## src/rtl/player_move_ctrl.sv

```systemverilog
// Player token motion: walks a snake-ordered board one tile per N frame ticks.
// Optional hop arc on the y output is enabled with `define PLAYER_HOP_ARC_EN.
module player_move_ctrl #(
    parameter int ORIGIN_X         = 64,
    parameter int ORIGIN_Y         = 48,
    parameter int TILE_W           = 32,
    parameter int TILE_H           = 32,
    parameter int LOG2_COLS        = 3,
    parameter int ROWS             = 4,
    parameter int LOG2_STEP_FRAMES = 3,
    parameter int HOP_STEP_PX      = 2
) (
    input  logic                                        clk,
    input  logic                                        rst_n,
    input  logic                                        frame_tick,
    input  logic                                        move_start,
    input  logic [2:0]                                  move_steps,
    output logic [9:0]                                  player_x,
    output logic [9:0]                                  player_y,
    output logic [$clog2((1<<LOG2_COLS)*ROWS)-1:0]      cur_tile,
    output logic                                        busy,
    output logic                                        move_done
);
    localparam int COLS      = 1 << LOG2_COLS;
    localparam int NUM_TILES = COLS * ROWS;
    localparam int TW        = $clog2(NUM_TILES);
    localparam int FW        = LOG2_STEP_FRAMES;
    localparam int N         = 1 << FW;
    localparam int DX        = TILE_W / N;
    localparam int DY        = TILE_H / N;

    typedef enum logic [1:0] {IDLE, STEP, DONE} state_t;

    state_t        state, state_n;
    logic [TW-1:0] tile_q, next_tile;
    logic [2:0]    remaining;
    logic [FW-1:0] frame_cnt;
    logic [9:0]    base_x, base_y, tgt_x, tgt_y;
    logic          wrap, last_frame;

    // Odd rows run right to left; COLS is a power of two so COLS-1-col == ~col.
    function automatic logic [9:0] tile_x(input logic [TW-1:0] t);
        logic [LOG2_COLS-1:0] col;
        col = t[LOG2_COLS-1:0];
        if (t[LOG2_COLS]) col = ~col;
        return 10'(ORIGIN_X) + 10'(col) * 10'(TILE_W);
    endfunction

    function automatic logic [9:0] tile_y(input logic [TW-1:0] t);
        return 10'(ORIGIN_Y) + 10'(t[TW-1:LOG2_COLS]) * 10'(TILE_H);
    endfunction

    assign wrap       = (tile_q == TW'(NUM_TILES-1));
    assign next_tile  = wrap ? '0 : tile_q + 1'b1;
    assign tgt_x      = tile_x(next_tile);
    assign tgt_y      = tile_y(next_tile);
    assign last_frame = (frame_cnt == FW'(N-1));

    always_comb begin
        state_n = state;
        case (state)
            IDLE: if (move_start) state_n = (move_steps == 3'd0) ? DONE : STEP;
            STEP: if (frame_tick && last_frame && remaining == 3'd1) state_n = DONE;
            DONE: state_n = IDLE;
            default: state_n = IDLE;
        endcase
    end

    always_ff @(posedge clk or negedge rst_n) begin
        if (!rst_n) begin
            state     <= IDLE;
            tile_q    <= '0;
            remaining <= '0;
            frame_cnt <= '0;
            base_x    <= 10'(ORIGIN_X);
            base_y    <= 10'(ORIGIN_Y);
        end else begin
            state <= state_n;
            case (state)
                IDLE: if (move_start) begin
                    remaining <= move_steps;
                    frame_cnt <= '0;
                end
                STEP: if (frame_tick) begin
                    if (last_frame) begin
                        base_x    <= tgt_x;
                        base_y    <= tgt_y;
                        tile_q    <= next_tile;
                        remaining <= remaining - 3'd1;
                        frame_cnt <= '0;
                    end else begin
                        frame_cnt <= frame_cnt + FW'(1);
                        // Wrap step holds position and snaps on the last tick.
                        if (!wrap) begin
                            if (tgt_x > base_x)      base_x <= base_x + 10'(DX);
                            else if (tgt_x < base_x) base_x <= base_x - 10'(DX);
                            else if (tgt_y > base_y) base_y <= base_y + 10'(DY);
                            else if (tgt_y < base_y) base_y <= base_y - 10'(DY);
                        end
                    end
                end
                default: ;
            endcase
        end
    end

    assign player_x  = base_x;
    assign cur_tile  = tile_q;
    assign busy      = (state != IDLE);
    assign move_done = (state == DONE);

`ifdef PLAYER_HOP_ARC_EN
    logic [FW:0] hop_k, hop_m;
    logic [9:0]  hop_off;

    // hop_k is frame_cnt after the latest tick (1..N), 0 before the first one.
    always_ff @(posedge clk or negedge rst_n) begin
        if (!rst_n)                         hop_k <= '0;
        else if (state == IDLE)             hop_k <= '0;
        else if (state == STEP && frame_tick) hop_k <= {1'b0, frame_cnt} + (FW+1)'(1);
    end

    assign hop_m    = (hop_k > (FW+1)'(N/2)) ? (FW+1)'(N) - hop_k : hop_k;
    assign hop_off  = 10'(HOP_STEP_PX) * 10'(hop_m);
    assign player_y = (state == STEP) ? base_y - hop_off : base_y;
`else
    assign player_y = base_y;
`endif
endmodule

```

## config.mk

```make
export PLATFORM = sky130hd
export DESIGN_NAME = player_move_ctrl
export DESIGN_NICKNAME = d
export VERILOG_FILES = /design/src/rtl/player_move_ctrl.sv
export SDC_FILE = /design/constraint.sdc
export NUM_CORES = 1
export LEC_CHECK = 0
export CAP_MARGIN = 5
export CORE_ASPECT_RATIO = 1.5
export CORE_MARGIN = 1
export CORE_UTILIZATION = 30
export DETAILED_ROUTE_END_ITERATION = 8
export SLEW_MARGIN = 20
export SYNTH_ARGS = -nofsm -noshare
export SYNTH_HDL_FRONTEND = slang
export SYNTH_SLANG_ARGS = --single-unit
```

## constraint.sdc

```tcl
create_clock -name clk -period 4.9 [get_ports clk]
set_input_delay 0.98 -clock clk [delete_from_list [all_inputs] [get_ports clk]]
set_output_delay 0.98 -clock clk [all_outputs]
set_load 0.005 [all_outputs]
```

======== Word-level counts from Yosys, hierarchy flattened ========
Cells that the tools add are included.
storage, ports and cells
  register bits ........................... 33
  bits of input ports ..................... 7
  output and inout bits ................... 27
  logic and storage cells ................. 70
operators by class
  order comparisons ....................... 4
  bitwise logic cells ..................... 1
  reductions and logical operators ........ 14
  $add $sub $neg .......................... 9
  eq/ne operators ......................... 12
  muxes and demuxes ....................... 24
operators by type and width
  cell                     number
  $mux W10                 10
  $mux W3                  7
  $add A10 B3 Y10 const B  2
  $sub A10 B3 Y10 const B  2
  $ne A2 B2 Y1 const B     6
  $pmux W3 S2              2
  $gt A8 B10 Y1            1
  $gt A9 B10 Y1            1
  $lt A8 B10 Y1            1
  $lt A9 B10 Y1            1
  $add A7 B8 Y9 const A    1
  $add A6 B7 Y8 const A    1
  $reduce_and A4 Y1        2
  $mux W2                  3
  $reduce_and A3 Y1        2
  $reduce_and A6 Y1        1
  $reduce_bool A3 Y1       2
  $add A5 B1 Y5 const B    1
  $eq A5 B5 Y1 const B     1
  $mux W5                  1
  $pmux W2 S2              1
  $reduce_bool A2 Y1       2
  $add A3 B1 Y3 const B    1
  $eq A3 B1 Y1 const B     1
  other kinds (10)         11

======== Depth between registers and ports, before layout ========
  depth in word-level cells ............... 10
  gate-level depth with buffers ........... 17
  gate-level depth less buffers ........... 17

======== Worst setup path before layout ========
OpenSTA, ideal clock, no wires.
  path kind ............................... flip-flop to flip-flop
  from .................................... register tile_q[0] (netlist: cur_tile[0])
  to ...................................... register base_x[8] (netlist: player_x[8])
  buffers on the path ..................... 0
  library setup time ...................... 0.082 ns
  required time ........................... 4.818 ns
  cell stages (with the launch flop) ...... 17
  period minus slack after synthesis ...... 4.563 ns
  slack ................................... 0.337 ns
  data arrival time ....................... 4.481 ns
  cells stage by stage .................... dfrtp_1 ha_1 and3_1 ha_1 nor2_1 xor2_1 ha_1 ha_1 and4b_1 nand2_2 a32oi_1 ha_1 nor2b_1 o31a_1 or4b_1 a21o_1 a31oi_1
between the ends
  elaborated cells between the ends (all ways) .. 14
  those cells by class .................... add/sub: 2; order compare: 2; eq/ne: 2; mux: 5; bitwise: 1; reduce/logical: 2
RTL lines
  element                                               RTL line  text
  start, declared                                       35        logic [TW-1:0] tile_q, next_tile;
  start signal, assigned                                88        tile_q <= next_tile;
  $add A5 B1 Y5 / $eq A5 B5 Y1 (equally long branches)  54, 53
  $mux W5 *                                             54        assign next_tile = wrap ? '0 : tile_q + 1'b1;
  named net next_tile[3]                                35
  $mux W3 *                                             45        if (t[LOG2_COLS]) col = ~col;
  $add A7 B8 Y9 *                                       46        return 10'(ORIGIN_X) + 10'(col) * 10'(TILE_W);
  $gt A9 B10 Y1                                         95        if (tgt_x > base_x) base_x <= base_x + 10'(DX);
  $mux W10                                              95
  $mux W10                                              94        if (!wrap) begin
  $mux W10                                              85        if (last_frame) begin
  end signal, assigned                                  86        base_x <= tgt_x;
  end signal, assigned                                  95
  end signal, assigned                                  96        else if (tgt_x < base_x) base_x <= base_x - 10'(DX);
  end, declared                                         38        logic [9:0] base_x, base_y, tgt_x, tgt_y;
Mark *: on every way through the listed nets, which the timed path passes. The rest lies on a longest branch. The select of a mux whose other input is x is not followed.
A chain may end at the register's enable or synchronous reset.

======== Final worst setup path ========
Same ends and word-level chain as after synthesis.

==> reports/results.tsv <==
stage	metric	value	unit
pwr	pwr-share-seq	23.8	%
synthesis	synth_area_per_cell	8.75	um^2
final_layout	drive_above_1_share	8.47	%
sta	slew_headroom	49.8	%
clock_tree	htree_levels	2	
synthesis	synth_edf_count	0	
placement	placed_cells	401	
floorplanning	pin_count	34	
pwr	combPwrFrac	58.3	%
sta	tns	0	ns
sta	finalCriticalPeriod	4.55	ns
worst_setup_path	crit_required	5.10	ns
routing	vias	2040	
pwr	power.density	614	nW/um^2
placement	dp_slack	0.272	ns
floorplanning	start_util	31.1	%
sta	finalHoldViolations	0	
routing	drcViolationCount	0	
sta	slew_viol_final	0	
routing	ant_nets	0	
clock_tree	cts-hold-fix-buffers	0	
final_layout	diodes	0	
routing	vias_per_cell	4.99	
hold_path	hp-class	reg2reg	
clock_tree	clock_sinks	29	
grt	grt_pass1_wl	9550	um
sta	timing.final.crit_share	92.8	%
floorplanning	die_h	111	um
clock_tree	clk_pin_slew_worst_paths	0.05	ns
clock_tree	cts_resized	0	
pwr	p_sw	739	uW
worst_setup_path	critPathKind	reg2reg	
grt	grt_antenna_before_repair	0	
clock_tree	clockBufferDepth	2	
worst_setup_path	reg2reg_depth	17	
synthesis	syn_inst	272	
grt	grt_pass1_vias	2029	
synthesis	syn_area	2380	um^2
sta	tightest_slew	0.754	ns
worst_setup_path	start_kind	register	
grt	gr-total-overflow	0	
final_layout	multi_input_area	1530	um^2
hold_path	min_to	player_y[5]	
clock_tree	cts_root_buf	clkbuf_16	
grt	grt_start_max_net_pins	30	
pwr	pwr-share-clk	17.8	%
clock_tree	clock_latency	0.28	ns
synthesis	synth_ff_type	dfrtp_1	
placement	place_congestion	0.841	
hold_path	worstHoldPathCells	2	
routing	wirelength	5470	um
clock_tree	post_cts_buffers	0	
floorplanning	die_w	74.7	um
pwr	peakVddDrop	343	uV
grt	track_usage	14.9	%
final_layout	fin_area	2950	um^2
placement	dpl_cell_area	2790	um^2
final_layout	stdcell_count	409	
pwr	p_leak	1.32	nW
worst_setup_path	cp.arrival	4.75	ns
pwr	swShare	40.8	%
run	drv_cap	0	
final_layout	regArea	729	um^2
synthesis	yosysWarnings	0	
hold_path	hold_path.startpoint	player_y[5]	
sta	worst_slack	0.352	ns
synthesis	async_flop_share	100	%
sta	setup_viol	0	
worst_setup_path	worstPathMaxFanout	10	
final_layout	nets	343	
sta	fmax	220	MHz
routing	drt_iter0_drc	76	
synthesis	ys_seq_area_share	30.7	%
synthesis	synth_cell_type_count	58	
clock_tree	numCtsBuffers	5	
floorplanning	die-area	8300	um^2
routing	wl_per_cell	13.4	um
outcome	status	completed	
placement	io_buffers	29	
final_layout	syn_to_final_growth	23.8	%
placement	hpwl	4240	um
sta	skew	0.00410	ns
worst_setup_path	cp-end-kind	register	
synthesis	ys_ff_latch	29	
sta	hold_ws	0.524	ns
floorplanning	row_count	39	
final_layout	fill_cells	803	
routing	drtPass1Iterations	4	
clock_tree	cts_tree	done	
worst_setup_path	rrSetupSlack	0.35	ns
pwr	internal-power	1.07	mW
worst_setup_path	r2r-start	cur_tile[0]	
worst_setup_path	timing.rr.end	player_x[8]	
floorplanning	coreArea	7660	um^2
-- Yosys cell counts, types with 3 or more instances --
library cell	instances	area (um^2)
nor2b_1	8	50.1
buf_4	4	30.0
dfrtp_1	26	651
a21oi_1	19	95.1
nand2b_1	5	31.3
o21a_1	5	37.5
inv_1	24	90.1
a31oi_1	3	18.8
a32oi_1	3	26.3
a211oi_1	5	37.5
nor3_1	8	40.0
nand3_1	9	45.0
clkbuf_1	3	11.3
mux2_2	4	45.0
a21o_1	4	30.0
dfstp_2	3	78.8
o22ai_1	3	18.8
o21ai_0	22	110
nor2_1	22	82.6
nand2_1	14	52.6
xor2_1	6	52.6
ha_1	28	350
-- routing by layer --
metal | GRT usage [%] | up-vias | part of all wire [%]
met5 | 0 | - | 0
met3 | 2.36 | 7 | 2.9
li1 | - | 1048 | -
met4 | 5.28 | 0 | 1.5
met2 | 25.2 | 39 | 52
met1 | 18.4 | 946 | 44
-- kinds of logic after synthesis --
family	count (synthesis)	synth area share, %
other	1	0.158
buffers and inverters	32	5.68
AOI/OAI and AO/OA	81	21.8
DFF	29	30.7
and+or+nand+nor	86	20.0
xor gates and xnor gates	7	2.58
adders and majority gates	30	16.4
muxes	6	2.73
-- stage by stage --
stage	util (%)	power, mW
after floorplan	-	1.17
after global routing	38.5	2.00
final	38.5	1.81
after detailed placement	36.4	1.49
after CTS	38.4	1.83
after global placement	36.4	1.47
-- cells in the final DEF (no fill, tap or decap), drive strengths merged, types with 3 or more instances in the layout --
| cell | Yosys | layout |
|---|---|---|
| ha | 28 | 28 |
| nor2 | 22 | 22 |
| dfstp | 3 | 3 |
| a211oi | 5 | 5 |
| nand2b | 5 | 5 |
| mux2 | 4 | 4 |
| dfrtp | 26 | 26 |
| nand2 | 15 | 15 |
| xor2 | 6 | 6 |
| a21o | 5 | 5 |
| inv | 24 | 24 |
| buf | 5 | 3 |
| nor2b | 8 | 8 |
| or3 | 3 | 3 |
| conb | 1 | 4 |
| clkbuf | 3 | 7 |
| nor3 | 8 | 8 |
| o21ai | 22 | 22 |
| o31a | 3 | 3 |
| o22ai | 3 | 3 |
| nand3 | 9 | 9 |
| a31oi | 3 | 3 |
| a21oi | 19 | 19 |
| clkdlybuf4s50 | 0 | 29 |
| a32oi | 3 | 3 |
| o21a | 5 | 5 |
-- critical path, cell delays in order (launching register included) --
cell and delay, ns:
dfrtp_1 0.42, ha_1 0.25, and3_1 0.17, ha_1 0.27, nor2_2 0.24, xor2_1 0.27, ha_1 0.30, ha_1 0.29
and4b_1 0.27, nand2_2 0.11, a32oi_1 0.21, buf_4 0.19, ha_1 0.28, nor2b_1 0.16, o31a_1 0.26, or4b_1 0.47
a21o_1 0.17, a31oi_1 0.14
-- flip-flops by register name, summed over array words and instances, names as in the netlist --
signal / count
state: 2
remaining: 3
player_x: 8
player_y: 8
frame_cnt: 3
cur_tile: 5
-- power groups by stage --
stage	Sequential, mW	Combinational [mW]	Clock, mW
floorplan	0.413	0.758	0
global placement	0.436	1.04	0
detailed placement	0.437	1.06	0
CTS	0.434	1.06	0.332
global route	0.449	1.21	0.339
finish	0.431	1.06	0.323
-- layout make-up --
cell class                      count  share of cell area, %
Clock buffer                        7                   5.18
Clock inverter                      1                  0.170
Inverter                           24                   3.06
Multi-Input combinational cell    214                   51.9
Sequential cell                    29                   24.8
Tap cell                          102                   4.33
Timing Repair Buffer               32                   10.6
-- worst max-delay path by stage --
stage / end / slack (ns) / cells after the start / startpoint
final: player_x[8] / 0.35 / 17 / cur_tile[0]
after global routing: player_x[8] / -0.007 / 17 / cur_tile[0]
after CTS: player_x[8] / 0.25 / 17 / cur_tile[0]
after detailed placement: player_x[8] / 0.27 / 17 / cur_tile[0]
after global placement: player_x[8] / 0.45 / 17 / cur_tile[0]
after floorplan: player_x[8] / 0.34 / 16 / cur_tile[0]
Note: power is estimated with default switching activity, not from simulation.
